--- config.mk ---
export PLATFORM = sky130hd
export DESIGN_NAME = prefetch_fifo_burst_reader_flat
export DESIGN_NICKNAME = d
export VERILOG_FILES = /design/src/rtl/prefetch_fifo_burst_reader_if.sv /design/src/rtl/prefetch_fifo_burst_reader.sv /design/src/flat_wrapper.sv
export SDC_FILE = /design/constraint.sdc
export NUM_CORES = 1
export LEC_CHECK = 0
export ABC_AREA = 0
export CELL_PAD_IN_SITES_DETAIL_PLACEMENT = 1
export CELL_PAD_IN_SITES_GLOBAL_PLACEMENT = 1
export CORE_MARGIN = 5
export CORE_UTILIZATION = 38
export CTS_CLUSTER_SIZE = 40
export DETAILED_ROUTE_END_ITERATION = 6
export HOLD_SLACK_MARGIN = 0.08
export PLACE_DENSITY = 0.9
export SYNTH_ARGS = -nofsm -noshare
export SYNTH_HDL_FRONTEND = slang
export SYNTH_SLANG_ARGS = --single-unit
--- constraint.sdc ---
create_clock -name rd_clk -period 3.9 [get_ports rd_clk]
set_clock_uncertainty 0.05 [all_clocks]
set_input_delay 1.17 -clock rd_clk [delete_from_list [all_inputs] [get_ports rd_clk]]
set_output_delay 1.17 -clock rd_clk [all_outputs]
set_load 0.02 [all_outputs]
--- src/rtl/prefetch_fifo_burst_reader_if.sv ---
// Handshake bundle between the burst reader, its requester, the prefetch FIFO read port and the downstream stream.
// The slave modport is the reader's view; master is the surrounding environment.
interface prefetch_fifo_burst_reader_if #(
    parameter int DATA_W = 16,
    parameter int LEN_W  = 12
);
    logic              req_valid;
    logic              req_ready;
    logic [LEN_W-1:0]  req_len;
    logic [DATA_W-1:0] fifo_rd_data;
    logic              fifo_rd_vld;
    logic              fifo_rd_en;
    logic [DATA_W-1:0] out_data;
    logic              out_valid;
    logic              out_ready;
    logic              out_last;
    logic              done;
    logic              busy;
    logic [LEN_W-1:0]  rem_cnt;

    modport slave (
        input  req_valid, req_len, fifo_rd_data, fifo_rd_vld, out_ready,
        output req_ready, fifo_rd_en, out_data, out_valid, out_last, done, busy, rem_cnt
    );

    modport master (
        output req_valid, req_len, fifo_rd_data, fifo_rd_vld, out_ready,
        input  req_ready, fifo_rd_en, out_data, out_valid, out_last, done, busy, rem_cnt
    );
endinterface

--- src/rtl/prefetch_fifo_burst_reader.sv ---
// Pops a requested number of words from the prefetch FIFO and forwards them through a
// 2-entry output buffer, tagging the final word and pulsing done once it is accepted.
module prefetch_fifo_burst_reader #(
    parameter int DATA_W = 16,
    parameter int LEN_W  = 12
) (
    input  logic                         rd_clk,
    input  logic                         rd_rst,
    prefetch_fifo_burst_reader_if.slave  bus
);

    typedef enum logic [1:0] {
        IDLE  = 2'd0,
        FETCH = 2'd1,
        DRAIN = 2'd2
    } state_t;

    state_t            state_q;
    logic [LEN_W-1:0]  rem_q;
    logic              done_q;

    logic [DATA_W-1:0] data_q [2];
    logic [DATA_W-1:0] data_d [2];
    logic [1:0]        last_q;
    logic [1:0]        last_d;
    logic [1:0]        cnt_q;
    logic [1:0]        cnt_d;

    logic accept;
    logic buf_full;
    logic rd_en;
    logic pop;
    logic pop_last;
    logic req_fire;

    // A full buffer may still take a word when its head leaves in the same cycle.
    assign accept   = (cnt_q != 2'd0) & bus.out_ready;
    assign buf_full = (cnt_q == 2'd2) & ~bus.out_ready;
    assign rd_en    = (state_q == FETCH) & (rem_q != '0) & ~buf_full;
    assign pop      = rd_en & bus.fifo_rd_vld;
    assign pop_last = (rem_q == LEN_W'(1));
    assign req_fire = (state_q == IDLE) & bus.req_valid;

    assign bus.req_ready  = (state_q == IDLE);
    assign bus.busy       = (state_q != IDLE);
    assign bus.fifo_rd_en = rd_en;
    assign bus.rem_cnt    = rem_q;
    assign bus.done       = done_q;
    assign bus.out_valid  = (cnt_q != 2'd0);
    assign bus.out_data   = data_q[0];
    assign bus.out_last   = last_q[0];

    always_ff @(posedge rd_clk or posedge rd_rst) begin
        if (rd_rst) begin
            state_q <= IDLE;
            rem_q   <= '0;
            done_q  <= 1'b0;
        end else begin
            done_q <= 1'b0;
            case (state_q)
                IDLE: begin
                    if (req_fire) begin
                        if (bus.req_len != '0) begin
                            rem_q   <= bus.req_len;
                            state_q <= FETCH;
                        end else begin
                            done_q <= 1'b1;
                        end
                    end
                end
                FETCH: begin
                    if (pop) begin
                        rem_q <= rem_q - LEN_W'(1);
                        if (pop_last) begin
                            state_q <= DRAIN;
                        end
                    end
                end
                DRAIN: begin
                    if (accept && last_q[0]) begin
                        done_q  <= 1'b1;
                        state_q <= IDLE;
                    end
                end
                default: state_q <= IDLE;
            endcase
        end
    end

    // Entry 0 is always the head; a departing head shifts entry 1 forward.
    always_comb begin
        data_d = data_q;
        last_d = last_q;
        cnt_d  = cnt_q;
        case ({pop, accept})
            2'b10: begin
                if (cnt_q == 2'd0) begin
                    data_d[0] = bus.fifo_rd_data;
                    last_d[0] = pop_last;
                end else begin
                    data_d[1] = bus.fifo_rd_data;
                    last_d[1] = pop_last;
                end
                cnt_d = cnt_q + 2'd1;
            end
            2'b01: begin
                data_d[0] = data_q[1];
                last_d[0] = last_q[1];
                cnt_d     = cnt_q - 2'd1;
            end
            2'b11: begin
                if (cnt_q == 2'd1) begin
                    data_d[0] = bus.fifo_rd_data;
                    last_d[0] = pop_last;
                end else begin
                    data_d[0] = data_q[1];
                    last_d[0] = last_q[1];
                    data_d[1] = bus.fifo_rd_data;
                    last_d[1] = pop_last;
                end
            end
            default: ;
        endcase
    end

    always_ff @(posedge rd_clk or posedge rd_rst) begin
        if (rd_rst) begin
            data_q[0] <= '0;
            data_q[1] <= '0;
            last_q    <= '0;
            cnt_q     <= '0;
        end else begin
            data_q[0] <= data_d[0];
            data_q[1] <= data_d[1];
            last_q    <= last_d;
            cnt_q     <= cnt_d;
        end
    end

endmodule

--- src/flat_wrapper.sv ---
// flat-port wrapper written by rule: the top's interface ports become plain ports
module prefetch_fifo_burst_reader_flat 
#(
    parameter int DATA_W = 16,
    parameter int LEN_W  = 12
)
  (rd_clk, rd_rst, bus_req_valid, bus_req_len, bus_fifo_rd_data, bus_fifo_rd_vld, bus_out_ready, bus_req_ready, bus_fifo_rd_en, bus_out_data, bus_out_valid, bus_out_last, bus_done, bus_busy, bus_rem_cnt);
  prefetch_fifo_burst_reader_if #(.DATA_W(DATA_W), .LEN_W(LEN_W)) bus_i ();
  input  logic rd_clk;
  input  logic rd_rst;
  input wire logic [$bits(bus_i.req_valid)-1:0] bus_req_valid;
  input wire logic [$bits(bus_i.req_len)-1:0] bus_req_len;
  input wire logic [$bits(bus_i.fifo_rd_data)-1:0] bus_fifo_rd_data;
  input wire logic [$bits(bus_i.fifo_rd_vld)-1:0] bus_fifo_rd_vld;
  input wire logic [$bits(bus_i.out_ready)-1:0] bus_out_ready;
  output wire logic [$bits(bus_i.req_ready)-1:0] bus_req_ready;
  output wire logic [$bits(bus_i.fifo_rd_en)-1:0] bus_fifo_rd_en;
  output wire logic [$bits(bus_i.out_data)-1:0] bus_out_data;
  output wire logic [$bits(bus_i.out_valid)-1:0] bus_out_valid;
  output wire logic [$bits(bus_i.out_last)-1:0] bus_out_last;
  output wire logic [$bits(bus_i.done)-1:0] bus_done;
  output wire logic [$bits(bus_i.busy)-1:0] bus_busy;
  output wire logic [$bits(bus_i.rem_cnt)-1:0] bus_rem_cnt;
  assign bus_i.req_valid = bus_req_valid;
  assign bus_i.req_len = bus_req_len;
  assign bus_i.fifo_rd_data = bus_fifo_rd_data;
  assign bus_i.fifo_rd_vld = bus_fifo_rd_vld;
  assign bus_i.out_ready = bus_out_ready;
  assign bus_req_ready = bus_i.req_ready;
  assign bus_fifo_rd_en = bus_i.fifo_rd_en;
  assign bus_out_data = bus_i.out_data;
  assign bus_out_valid = bus_i.out_valid;
  assign bus_out_last = bus_i.out_last;
  assign bus_done = bus_i.done;
  assign bus_busy = bus_i.busy;
  assign bus_rem_cnt = bus_i.rem_cnt;
  prefetch_fifo_burst_reader #(.DATA_W(DATA_W), .LEN_W(LEN_W)) u_core (.rd_clk(rd_clk), .rd_rst(rd_rst), .bus(bus_i));
endmodule
==> results.sh, run 1 <==
export IMPL_r2r_slack_ps=880
export IMPL_endpoint_kind="output port"
export IMPL_cts_htree_levels=2
export IMPL_insertion_delay_ps=300
export IMPL_maxCapViolations=0
export IMPL_wl_per_cell_um=17.7
export IMPL_nets=372
export IMPL_cp_arrival_ps=2510
export IMPL_setup_tns_final_ps=0
export IMPL_drc_errors=0
export IMPL_ys_seq_area_share_pct=45.6
export IMPL_grt_usage_pct=17.5
export IMPL_synth_cells=283
export IMPL_areaGrowthSynthToFinish_pct=26.8
export IMPL_numPortBuffers=66
export IMPL_grt_util_met2_pct=29.7
export IMPL_slew_viol_final=0
export IMPL_netlist_area_um2=2800
export IMPL_instances_no_fill=430
export IMPL_holdCritStartpoint="u_core.bus.out_data[14]"
export IMPL_holdWs_ps=432
export IMPL_io_pins=67
export IMPL_power_w=0.00232
export IMPL_vias=2326
export IMPL_p_leak_nw=1.48
export IMPL_detail_route_wirelength_mm=7.61
export IMPL_coreArea_um2=7210
export IMPL_first_pass_iters=4
export IMPL_met3_usage_pct=2.89
export IMPL_synth_seq_cells=51
export IMPL_busiest_layer="met2"
export IMPL_most_common_layout_cells="66 x clkdlybuf4s50_1, 51 x dfrtp_1, 29 x nand2_1, 23 x o21ai_0, 19 x inv_1"
export IMPL_ir_worst_vdd_v=0.000282
export IMPL_ctsHoldBuffers=0
export IMPL_cp_startpoint="bus_out_ready"
export IMPL_period_share_pct=95.6
export IMPL_finalHoldViolations=0
export IMPL_fp_row_count=31
export IMPL_cts_root_buf="clkbuf_8"
export IMPL_rsz0062_at_grt="no"
export IMPL_start_kind="primary input"
export IMPL_path_max_fanout=2
export IMPL_dp_cells=423
export IMPL_cts_resized_gates=0
export IMPL_vias_per_cell=5.41
export IMPL_numCtsBuffers=5
export IMPL_synth_area_per_cell_um2=9.89
export IMPL_ys_warnings_count=0
export IMPL_synth_top_area_share_pct=45.6
export IMPL_power_density_nw_per_um2=655
export IMPL_setup_viol=0
export IMPL_cts_buffer_depth=2
export IMPL_ys_types=46
export IMPL_cts_setup_buffers=0
export IMPL_criticalPathCategory="in2out"
export IMPL_r2r_start="u_core.bus.rem_cnt[0]"
export IMPL_fin_crit_ps=3730
export IMPL_required_ps=2680
export IMPL_cts_sinks=51
export IMPL_antenna_found_initial=0
export IMPL_grt_pass1_wl_mm=12.5
export IMPL_synthTopCellsByArea="dfrtp_1 46%, mux2_2 6.8%, a22oi_1 4.3%"
export IMPL_drt_iter0_markers=78
export IMPL_drive_gt1_share_pct=13.6
export IMPL_reg2regPathDepth=10
export IMPL_synth_top_area_cell="dfrtp_1"
export IMPL_max_slew_margin_pct=38.6
export IMPL_synth_ff_type="dfrtp_1"
export IMPL_timing_fmax_mhz=268
export IMPL_die_area_um2=9180
export IMPL_min_delay_path_depth=2
export IMPL_r2r_end="u_core.data_q[13]"
export IMPL_syn_nets=324
export IMPL_fin_area_um2=3550
export IMPL_gp_congestion=0.825
export IMPL_dpl_hpwl_mm=5.60
export IMPL_outcome="completed"
export IMPL_placed_area_um2=3440
export IMPL_cts_tree="yes"
export IMPL_use_met1_pct=22.7
export IMPL_min_to="u_core.bus.out_data[14]"
export IMPL_async_reset_ff_share_pct=100
export IMPL_ant_nets=0
export IMPL_grt_max_degree=52
export IMPL_antenna_cells=0
export IMPL_die_w_um=95.8
export IMPL_overflow=0
export IMPL_synth_edf_count=0
export IMPL_fp_dieH_um=95.8
export IMPL_path_clk_slew_ps=80
export IMPL_worstMarginPinSlew_ps=917
export IMPL_floorplan_initialDensity_pct=38.8
export IMPL_grt_pass1_vias=2463
export IMPL_final_common_cell="clkdlybuf4s50_1"
export IMPL_min_path_type="reg2reg"
synthesized netlist by cell type (2+ instances only):
library cell	n
o31ai_1	5
xnor2_1	2
nand2_1	29
a22oi_1	16
nand3_1	7
ha_1	8
clkbuf_2	2
nand4_1	3
and3_1	5
buf_2	5
a21oi_1	7
nor2b_1	2
o21ai_0	23
or3_1	3
a31oi_1	7
o211ai_2	4
a41oi_1	3
o32ai_1	4
buf_4	16
or4_1	3
dfrtp_1	51
nand2b_1	2
nor2_1	8
mux2_2	17
nor3_1	3
clkbuf_1	9
inv_1	20
state kept, by name (all words and copies together) (netlist names):
| name | cells |
|---|---|
| u_core.bus.rem_cnt | 12 |
| u_core.data_q | 16 |
| u_core.bus.done | 1 |
| u_core.bus.out_data | 16 |
| u_core.state_q | 2 |
| u_core.last_q | 2 |
| u_core.cnt_q | 2 |
cell type report:
class / count / area [um2]
fillers: 840 / 3660
flip-flops and latches: 51 / 1280
multi-input cells: 179 / 1250
repair buffers: 74 / 721
well taps: 99 / 124
inverters: 20 / 75.1
clock buffers: 5 / 68.8
clock inverters: 2 / 37.5
cells by family (layout without fill, tap and decap cells):
family	Yosys count	in the layout	share of synthesized area, %
AOI/OAI and AO/OA	80	80	20.1
adders and majority gates	8	8	3.58
xor gates and xnor gates	2	2	0.626
muxes	17	17	6.84
and+or+nand+nor	72	72	13.4
DFF	51	51	45.6
buffers and inverters	53	101	9.83
how the worst max path moves through the flow:
stage | cells past startpoint | to | slack (ps)
2_1_floorplan | 12 | u_core.data_q[0] | 670
3_5_place_dp | 5 | bus_fifo_rd_en | 170
3_3_place_gp | 5 | bus_fifo_rd_en | 180
6_report | 5 | bus_fifo_rd_en | 170
5_1_grt | 5 | bus_fifo_rd_en | 90
4_1_cts | 5 | bus_fifo_rd_en | 160
critical path, stage by stage:
cell             delay [ps]
clkdlybuf4s50_1         470
nand2b_1                120
nand2_1                  60
nor2_1                   90
clkdlybuf4s50_1         610
stage by stage:
| step | utilization [%] | setup WS, ps |
|---|---|---|
| after floorplan | - | 672 |
| after global placement | 47.7 | 176 |
| after detailed placement | 47.7 | 169 |
| after CTS | 49.2 | 157 |
| after global routing | 49.2 | 91.6 |
| final | 49.2 | 170 |
layer usage:
layer  vias up  part of all wire (%)
li1       1095                     -
met1      1176                    42
met2        53                    53
met3         2                   4.6
met4         0                  0.72
met5         -                     0
report_power, final:
group | total [W] | internal [W] | switching, W
sequential | 0.000886 | 0.000739 | 0.000148
combinational | 0.00107 | 0.000514 | 0.000560
clock | 0.000364 | 0.000188 | 0.000176
total | 0.00232 | 0.00144 | 0.000884
Note: power is estimated with default switching activity, not from simulation.
==> run 2, diff against run 1 <==
--- a/config.mk
+++ b/config.mk
@@ -8,7 +8,6 @@
 export ABC_AREA = 0
 export CELL_PAD_IN_SITES_DETAIL_PLACEMENT = 1
 export CELL_PAD_IN_SITES_GLOBAL_PLACEMENT = 1
-export CORE_MARGIN = 5
 export CORE_UTILIZATION = 38
 export CTS_CLUSTER_SIZE = 40
 export DETAILED_ROUTE_END_ITERATION = 6
==> constraint.sdc (replaced) <==
create_clock -name rd_clk -period 3.9 [get_ports rd_clk]
set_clock_uncertainty 0.05 [all_clocks]
set_input_delay 1.17 -clock rd_clk [delete_from_list [all_inputs] [get_ports rd_clk]]
set_output_delay 1.17 -clock rd_clk [all_outputs]
set_load 0.005 [all_outputs]
==> run 2 against run 1 <==
Clock power fell by 11%; die area fell by 16%; total power fell by 6.5%; sequential power rose by 0.6%; setup slack improved by 25 ps; non-clock buffer count rose by 1; utilization rose by 1.8 points; sequential share of layout area rose by 0.076 points; via count rose by 2.4%; wire length rose by 4.9%; cell count fell by 0.23%; final area fell by 0.21%; critical path type is now reg2out.
==> results.sh, run 2 (synthesis gave the netlist of run 1 again) <==
export IMPL_outcome="completed"
export IMPL_crit_chain="inv_1, ha_1, or3b_1, nor3_4, nor2_1, clkdlybuf4s50_1"
export IMPL_drive_gt1_share_pct=14.4
export IMPL_vias_per_cell=5.55
export IMPL_worstMarginPinSlew_ps=1000
export IMPL_min_path_type="reg2reg"
export IMPL_power_frac_clock_pct=14.8
export IMPL_setup_viol=0
export IMPL_antenna_found_initial=0
export IMPL_cts_setup_buffers=0
export IMPL_cp_arrival_ps=2490
export IMPL_start_kind="flop"
export IMPL_p_seq_share_pct=41.0
export IMPL_cts_tree="yes"
export IMPL_cts_resized_gates=0
export IMPL_numCtsBuffers=5
export IMPL_grt_max_degree=35
export IMPL_internal_power_w=0.00138
export IMPL_switching_share_pct=36.5
export IMPL_fp_row_count=30
export IMPL_vias=2381
export IMPL_most_common_layout_cells="66 x clkdlybuf4s50_1, 51 x dfrtp_1, 29 x nand2_1, 23 x o21ai_0, 19 x inv_1"
export IMPL_grt_pass1_wl_mm=13.1
export IMPL_fin_crit_ps=3710
export IMPL_cts_htree_levels=2
export IMPL_maxCapViolations=0
export IMPL_floorplan_initialDensity_pct=40.3
export IMPL_power_w=0.00217
export IMPL_cpLargestDelayFamily="simple AND/OR/NAND/NOR gates"
export IMPL_criticalPathCategory="reg2out"
export IMPL_pwr_share_comb_pct=44.2
export IMPL_crit_buf_inv=2
export IMPL_path_max_fanout=7
export IMPL_grt_usage_pct=22.6
export IMPL_switchingPower_w=0.000793
export IMPL_antenna_cells=0
export IMPL_cpMaxStageDelayCell="or3b_1"
export IMPL_overflow=0
export IMPL_required_ps=2680
export IMPL_slowest_delay_ps=520
export IMPL_areaGrowthSynthToFinish_pct=26.6
export IMPL_ir_worst_vdd_v=0.000323
export IMPL_final_util_pct=51.0
export IMPL_ant_nets=0
export IMPL_numPortBuffers=66
export IMPL_rsz0062_at_grt="no"
export IMPL_grt_pass1_vias=2541
export IMPL_path_clk_slew_ps=110
export IMPL_cts_buffer_depth=2
export IMPL_period_share_pct=95.0
export IMPL_drt_iter0_markers=101
export IMPL_slew_viol_final=0
export IMPL_ctsHoldBuffers=0
export IMPL_cts_root_buf="clkbuf_8"
export IMPL_power_density_nw_per_um2=614
export IMPL_io_pins=67
export IMPL_insertion_delay_ps=320
export IMPL_gp_congestion=0.855
export IMPL_detail_route_wirelength_mm=7.98
export IMPL_max_slew_margin_pct=33.0
export IMPL_drc_errors=0
export IMPL_dpl_hpwl_mm=5.84
export IMPL_timing_fmax_mhz=270
export IMPL_coreArea_um2=6940
export IMPL_final_common_cell="clkdlybuf4s50_1"
export IMPL_nets=373
export IMPL_first_pass_iters=4
export IMPL_die_area_um2=7710
export IMPL_p_leak_nw=1.47
export IMPL_cts_sinks=51
export IMPL_fp_dieH_um=87.8
export IMPL_finalHoldViolations=0
export IMPL_die_w_um=87.8
export IMPL_wl_per_cell_um=18.6
export IMPL_endpoint_kind="output port"
[run 2: changes by cell type in the layout (fill, tap and decap cells not counted)]
cell        before  now
buf_4            8    9
bufinv_16        1    0
clkinvlp_4       1    2
nor2_1           8    7
nor2_2           0    1
inv_6            0    1
[run 2: layout make-up]
class	count	area, um2
fillers	794	3400
flip-flops and latches	51	1280
multi-input cells	179	1250
repair buffers	75	728
well taps	96	120
inverters	20	75.1
clock buffers	5	68.8
clock inverters	3	23.8
[run 2: path summary, 6_finish.rpt]
path	startpoint	end	slack, ps	depth (start not counted)
min in group asynchronous	rd_rst	u_core.bus.out_data[11]	1140	2
max in group asynchronous	rd_rst	u_core.state_q[0]	2020	3
setup reg to reg	u_core.bus.rem_cnt[0]	u_core.bus.out_data[2]	460	12
hold reg to reg	u_core.bus.out_data[12]	u_core.bus.out_data[12]	440	2
setup / recovery	u_core.bus.rem_cnt[0]	bus_fifo_rd_en	190	6
hold / removal	u_core.bus.out_data[12]	u_core.bus.out_data[12]	440	2
[run 2: worst reg2reg max path: stages, from the launching register on]
cell	delay, ps
dfrtp_1	440
inv_1	140
ha_1	210
or3b_1	520
nor3_4	330
nor2_1	130
buf_4	170
inv_1	70
ha_1	190
a21oi_1	70
nor2_2	590
a22oi_1	140
o21ai_0	300
[run 2: power by group through the flow]
stage / combinational (W) / sequential (W) / clock (W)
2_1_floorplan: 0.000635 / 0.000854 / 0
3_3_place_gp: 0.000903 / 0.000879 / 0
4_1_cts: 0.000972 / 0.000891 / 0.000327
6_report: 0.000960 / 0.000891 / 0.000323
3_5_place_dp: 0.000962 / 0.000901 / 0
5_1_grt: 0.00106 / 0.000918 / 0.000343
[run 2: per-layer routing]
metal  vias to the layer above  GRT usage, %  part of all wire (%)
li1                       1100             -                     -
met1                      1216          27.7                    43
met2                        48          39.5                    52
met3                        17          3.49                   3.1
met4                         0          9.09                   2.3
met5                         -             0                     0
[run 2: metrics by stage]
| stage | setup slack, ps | cell area (um2) | std cells | hold WS (ps) | TNS [ps] |
|---|---|---|---|---|---|
| final | 195 | 3540 | 429 | 439 | 0 |
| after global routing | 74.7 | 3540 | 429 | 465 | 0 |
| after CTS | 82.7 | 3540 | 429 | 444 | 0 |
| after detailed placement | -132 | 3450 | 421 | 419 | -235 |
| after global placement | 185 | 3450 | 421 | 410 | 0 |
| after floorplan | 749 | 2800 | 283 | 401 | 0 |
